**src/rtl/seven_seg_scanner_if.sv**
```systemverilog
// ============================================================================
// Module      : seven_seg_scanner_if
// Description : Display-data and multiplexed-output bundle for the scanner.
// Revision    : 1.0 - initial release
// ============================================================================
`default_nettype none
`timescale 1ns/1ps

interface seven_seg_scanner_if;
    logic [20:0] display_data;
    logic        load;
    logic        blink_en;
    logic [6:0]  seg;
    logic [2:0]  an;
    logic        frame_done;

    modport master (
        output display_data, load, blink_en,
        input  seg, an, frame_done
    );

    modport slave (
        input  display_data, load, blink_en,
        output seg, an, frame_done
    );
endinterface

`default_nettype wire

```
**src/rtl/seven_seg_scanner.sv**
```systemverilog
// ============================================================================
// Module      : seven_seg_scanner
// Description : Three-digit 7-segment scanner with tear-free frame-boundary
//               updates, anti-ghosting blank time and whole-display blink.
// Revision    : 1.0 - initial release
// ============================================================================
`default_nettype none
`timescale 1ns/1ps

module seven_seg_scanner #(
    parameter int unsigned SCAN_DIV       = 50,
    parameter int unsigned BLANK_CYCLES   = 2,
    parameter int unsigned BLINK_DIV      = 8,
    parameter bit          SEG_ACTIVE_LOW = 1'b1
) (
    input  wire logic            clk,
    input  wire logic            rst,
    seven_seg_scanner_if.slave   disp
);

    localparam int unsigned SLOT_W  = $clog2(SCAN_DIV);
    localparam int unsigned FRAME_W = (BLINK_DIV > 1) ? $clog2(BLINK_DIV) : 1;

    localparam logic [SLOT_W-1:0]  c_slot_last  = SLOT_W'(SCAN_DIV - 1);
    localparam logic [SLOT_W-1:0]  c_blank_end  = SLOT_W'(BLANK_CYCLES);
    localparam logic [FRAME_W-1:0] c_frame_last = FRAME_W'(BLINK_DIV - 1);
    localparam logic [6:0]         c_unlit      = SEG_ACTIVE_LOW ? 7'h7F : 7'h00;

    logic [SLOT_W-1:0]  r_slot_cnt;
    logic [1:0]         r_digit_idx;
    logic [FRAME_W-1:0] r_frame_cnt;
    logic               r_blink_phase;
    logic               r_pending;
    logic [20:0]        r_shadow;
    logic [20:0]        r_active;
    logic               r_boundary_d;
    logic [6:0]         r_seg;
    logic [2:0]         r_an;
    logic               r_frame_done;

    logic               w_slot_last;
    logic               w_boundary;
    logic               w_blank;
    logic [6:0]         w_digit_pat;
    logic [2:0]         w_an_onehot;

    assign w_slot_last = (r_slot_cnt == c_slot_last);
    assign w_boundary  = w_slot_last && (r_digit_idx == 2'd2);
    assign w_blank     = (r_slot_cnt < c_blank_end) || (disp.blink_en && r_blink_phase);

    always_comb begin
        w_digit_pat = r_active[20:14];
        w_an_onehot = 3'b100;
        case (r_digit_idx)
            2'd0: begin
                w_digit_pat = r_active[6:0];
                w_an_onehot = 3'b001;
            end
            2'd1: begin
                w_digit_pat = r_active[13:7];
                w_an_onehot = 3'b010;
            end
            default: begin
                w_digit_pat = r_active[20:14];
                w_an_onehot = 3'b100;
            end
        endcase
    end

    always_ff @(posedge clk or posedge rst) begin
        if (rst) begin
            r_slot_cnt    <= '0;
            r_digit_idx   <= 2'd0;
            r_frame_cnt   <= '0;
            r_blink_phase <= 1'b0;
        end else begin
            if (w_slot_last) begin
                r_slot_cnt  <= '0;
                r_digit_idx <= (r_digit_idx == 2'd2) ? 2'd0 : r_digit_idx + 2'd1;
            end else begin
                r_slot_cnt  <= r_slot_cnt + 1'b1;
            end
            if (w_boundary) begin
                if (r_frame_cnt == c_frame_last) begin
                    r_frame_cnt   <= '0;
                    r_blink_phase <= ~r_blink_phase;
                end else begin
                    r_frame_cnt   <= r_frame_cnt + 1'b1;
                end
            end
        end
    end

    // A load landing on the boundary bypasses the shadow so it shows next frame.
    always_ff @(posedge clk or posedge rst) begin
        if (rst) begin
            r_shadow  <= '0;
            r_active  <= '0;
            r_pending <= 1'b0;
        end else begin
            if (disp.load) begin
                r_shadow <= disp.display_data;
            end
            if (w_boundary) begin
                r_pending <= 1'b0;
                if (disp.load) begin
                    r_active <= disp.display_data;
                end else if (r_pending) begin
                    r_active <= r_shadow;
                end
            end else if (disp.load) begin
                r_pending <= 1'b1;
            end
        end
    end

    // frame_done trails the boundary by two stages so it follows the frame's last lit output.
    always_ff @(posedge clk or posedge rst) begin
        if (rst) begin
            r_seg        <= c_unlit;
            r_an         <= 3'b000;
            r_boundary_d <= 1'b0;
            r_frame_done <= 1'b0;
        end else begin
            r_boundary_d <= w_boundary;
            r_frame_done <= r_boundary_d;
            if (w_blank) begin
                r_an  <= 3'b000;
                r_seg <= c_unlit;
            end else begin
                r_an  <= w_an_onehot;
                r_seg <= w_digit_pat ^ {7{SEG_ACTIVE_LOW}};
            end
        end
    end

    assign disp.seg        = r_seg;
    assign disp.an         = r_an;
    assign disp.frame_done = r_frame_done;

endmodule

`default_nettype wire

```
**src/flat_wrapper.sv**
```systemverilog
// flat-port wrapper written by rule: the top's interface ports become plain ports
module seven_seg_scanner_flat 
#(
    parameter int unsigned SCAN_DIV       = 50,
    parameter int unsigned BLANK_CYCLES   = 2,
    parameter int unsigned BLINK_DIV      = 8,
    parameter bit          SEG_ACTIVE_LOW = 1'b1
)
  (clk, rst, disp_display_data, disp_load, disp_blink_en, disp_seg, disp_an, disp_frame_done);
  seven_seg_scanner_if disp_i ();
  input  wire logic clk;
  input  wire logic rst;
  input wire logic [$bits(disp_i.display_data)-1:0] disp_display_data;
  input wire logic [$bits(disp_i.load)-1:0] disp_load;
  input wire logic [$bits(disp_i.blink_en)-1:0] disp_blink_en;
  output wire logic [$bits(disp_i.seg)-1:0] disp_seg;
  output wire logic [$bits(disp_i.an)-1:0] disp_an;
  output wire logic [$bits(disp_i.frame_done)-1:0] disp_frame_done;
  assign disp_i.display_data = disp_display_data;
  assign disp_i.load = disp_load;
  assign disp_i.blink_en = disp_blink_en;
  assign disp_seg = disp_i.seg;
  assign disp_an = disp_i.an;
  assign disp_frame_done = disp_i.frame_done;
  seven_seg_scanner #(.SCAN_DIV(SCAN_DIV), .BLANK_CYCLES(BLANK_CYCLES), .BLINK_DIV(BLINK_DIV), .SEG_ACTIVE_LOW(SEG_ACTIVE_LOW)) u_core (.clk(clk), .rst(rst), .disp(disp_i));
endmodule
```
**config.mk**
```make
export PLATFORM = sky130hd
export DESIGN_NAME = seven_seg_scanner_flat
export DESIGN_NICKNAME = d
export VERILOG_FILES = /design/src/rtl/seven_seg_scanner_if.sv /design/src/rtl/seven_seg_scanner.sv /design/src/flat_wrapper.sv
export SDC_FILE = /design/constraint.sdc
export NUM_CORES = 1
export LEC_CHECK = 0
export CORE_MARGIN = 10
export CORE_UTILIZATION = 40
export CTS_CLUSTER_DIAMETER = 150
export DETAILED_ROUTE_END_ITERATION = 8
export PLACE_DENSITY = 0.63
export SLEW_MARGIN = 15
export SYNTH_ARGS = -nofsm -noshare
export SYNTH_HDL_FRONTEND = slang
export SYNTH_SLANG_ARGS = --single-unit
```
**constraint.sdc**
```tcl
create_clock -name clk -period 1.94 [get_ports clk]
set_input_delay 0.291 -clock clk [delete_from_list [all_inputs] [get_ports clk]]
set_output_delay 0.291 -clock clk [all_outputs]
set_load 0.005 [all_outputs]
```
==> qor.txt <==
Psw = 595 uW
Area share of and/or/nand/nor cells after synthesis = 7.64%
TritonCTS clock tree = done
Fin crit share = 90.2%
Cell types with the largest area share after synthesis = sky130_fd_sc_hd__dfrtp_1 (56%), sky130_fd_sc_hd__mux2_2 (19%), sky130_fd_sc_hd__dfstp_2 (6.8%)
Number of I/O port buffers = 35
Total clock sinks = 67
Portion of total power attributed to sequential cells = 52.3%
Initial antenna violation count = 0
Final GP Congestion = 0.759
Setup Fix Bufs, Post-CTS = 0
Total of hold buffers inserted after clock tree synthesis = 0
Post-synthesis instance area = 2690 um^2
Final Instance Count excl. Fillers = 316
Y dimension of the die = 102 um
Dpl cells = 300
Top-count cell post-synth = sky130_fd_sc_hd__dfrtp_1
Leading cell types by count after synthesis = sky130_fd_sc_hd__dfrtp_1 (60), sky130_fd_sc_hd__mux2_2 (46), sky130_fd_sc_hd__nand2_1 (15)
Type of the worst setup path = flop to flop
CP startpoint = u_core.r_slot_cnt[1]
Core Box Area = 6420 um^2
Global-route wire length before repair = 8220 um
Worst reg2reg endpoint = u_core.r_active[14]
Via count = 1522
Worst Max-Slew Pin Slew = 0.503 ns
Ant. Diodes = 0
Mapped Cells = 187
CP startpoint kind = flop
Signed area change from the synthesized netlist to the final layout = 26.7%
Final core area utilization = 53.0%
Reg-to-reg slack, setup = 0.19 ns
Detailed-route wire length = 4700 um
Largest driver fanout on the critical path = 21
Synthesis Warnings = 0
Setup repair after global routing missed its margin = no
Total routing resource utilization after global routing = 10.2%
Total power divided by cell area = 835 nW/um^2
Clock slew seen by the registers of the worst setup and hold paths = 0.07 ns
Worst-case reg-to-reg path depth = 6
Die ar. = 10400 um^2
Die X = 102 um
FF+latch count, synth = 67
Number of gates given a new drive strength after cts = 0
Final number of hold-violating endpoints = 0
Skew final = 0.00719 ns
Starting utilization of the core area = 41.8%
Final Net Count = 263
Adder-cell share of the synthesized area = 1.86%
Final Max Slew Viols = 0
Mux cell area share after synthesis = 21.9%
Post-detailed-route count of antenna-violating nets = 0
Yosys top cell area share = 55.9%
Internal power component = 2250 uW
Proportion of synthesized flip-flops having asynchronous set or reset = 100%
Clock network fraction of total power = 40.9%
Dpl hpwl = 3240 um
Syn nets = 216
Detailed-route wire length per cell = 14.9 um
Status = complete, no violations
Fraction of power consumed by combinational cells = 6.8%
Data required time of the worst path = 2.16 ns
Slowest stage cell on the critical path = sky130_fd_sc_hd__dfrtp_1
Crit. End Element = flop
Max-cap check violation count = 0
Register area share after synthesis = 62.7%
Share of post-route cells with drive strength above 1 = 33.5%
FP Rows = 29
Largest net degree at the start of global routing = 26
Unique masters post-synth = 27
Start of the worst register-to-register path = u_core.r_slot_cnt[1]
Most used DFF post-synth = sky130_fd_sc_hd__dfrtp_1
Synth Area in XOR/XNOR = 1.30%
Worst Setup EP = u_core.r_active[14]
Cell type with the largest total area after synthesis = sky130_fd_sc_hd__dfrtp_1
Count of endpoints failing setup in the final report = 0
Number of clock buffers inserted by TritonCTS = 9
Main combinational cell family by area after synthesis = multiplexers
Post-layout minimum cycle time = 1.75 ns
Clk_lat worst skew = 0.33 ns
Number of enable flip-flop cells after synthesis = 0
DRC marker count from the first detailed-route iteration = 63
Avg Vias per Cell = 4.82
Relative slew slack = 66.4%
Final routed DRC violation total = 0
Path class of the lowest-slack min-delay path = input pin to async pin
Leakage = 0.00147 uW
Number of detailed-route iterations in the first pass = 4
Overflow left after global routing = 0
Arrival time of the worst setup path = 1.97 ns
Achievable Freq = 572 MHz
Largest voltage drop on the vdd net = 0.566 mV
Hold Slack = 0.333 ns
CTS Root Buffer Type = sky130_fd_sc_hd__clkbuf_8
Clock Tree Buf Depth = 2
Number of levels in the clock H-tree = 3
# IOs = 36
Post-Synthesis Mean Instance Area = 14.4 um^2
Area fraction in compound gates after synthesis = 2.47%
Delay of the slowest cell on the worst path = 0.40 ns
Setup tns final = 0 ns
Cells along the critical path = inv_1 > ha_1 > nand4bb_4 > nor3_4 > buf_12 > mux2_2
Total Power Consumption = 2840 uW
Vias in the first global route = 1695
Fraction of power spent switching nets = 20.9%
## flip-flops by register name, summed over array words and instances (netlist names)
name	count
u_core.disp.seg	7
u_core.r_blink_phase	1
u_core.r_slot_cnt	6
u_core.r_pending	1
u_core.r_active	21
u_core.disp.an	3
u_core.r_frame_cnt	3
u_core.r_boundary_d	1
u_core.r_digit_idx	2
u_core.disp.frame_done	1
u_core.r_shadow	21
## area by class of cell
class / count / area [um^2]
Clock buffer: 12 / 155
Clock inverter: 4 / 48.8
Fill cell: 545 / 3020
Inverter: 3 / 15.0
Multi-Input combinational cell: 110 / 945
Sequential cell: 67 / 1690
Tap cell: 77 / 96.3
Timing Repair Buffer: 43 / 460
## kinds of logic (layout without fill, tap and decap cells)
group,Yosys count,in the layout
adder cells (fa/ha/maj),4,4
buffers and inverters,10,62
XOR/XNOR,4,4
AND/OR/NAND/NOR,37,37
multiplexers,53,53
AO/OA/AOI/OAI,12,12
flip-flops,67,67
## worst min path at each step
stage / from / endpoint / slack (ns) / cells past startpoint
2_1_floorplan: u_core.r_boundary_d / u_core.disp.frame_done / 0.33 / 0
3_3_place_gp: u_core.r_boundary_d / u_core.disp.frame_done / 0.33 / 0
3_5_place_dp: u_core.r_boundary_d / u_core.disp.frame_done / 0.34 / 0
4_1_cts: rst / u_core.r_shadow[9] / 0.34 / 2
5_1_grt: rst / u_core.r_shadow[9] / 0.37 / 2
6_report: rst / u_core.r_shadow[9] / 0.33 / 2
## metal layers
layer	track usage, %	part of all wire (%)	up-vias
met1	11.8	45	750
met3	4.45	6.6	7
met2	16.1	47	30
li1	-	-	735
met5	0	0	-
met4	4.88	1.6	0
## critical path, delay by kind of cell, from the launching register on
kind | cells | cell delay, ns
flip-flops | 1 | 0.40
AND/OR/NAND/NOR | 2 | 0.39
multiplexers | 1 | 0.35
buffers and inverters | 2 | 0.28
adder cells (fa/ha/maj) | 1 | 0.21
## stage by stage
stage          instance area, um^2  setup slack, ns
6_report                      3410            0.190
5_1_grt                       3410           0.0634
4_1_cts                       3410            0.170
3_5_place_dp                  3200            0.104
3_3_place_gp                  3200            0.122
2_1_floorplan                 2690            0.309
## layout by cell type, fill, tap and decap left out, drive strengths merged, types with 4 or more instances in the layout
cell type       n
nand2          15
buf             8
clkdlybuf4s50  35
o21ai           9
dfrtp          60
nor2            8
dfstp           7
ha              4
mux2i           7
mux2           46
clkbuf         12
## power by group through the flow
stage	clock [uW]	combinational (uW)	sequential [uW]
global placement	0	198	1510
global route	1260	220	1490
finish	1160	195	1490
detailed placement	0	200	1510
CTS	1200	201	1490
floorplan	0	102	1510
No activity file was read; power rests on OpenSTA's default activity.
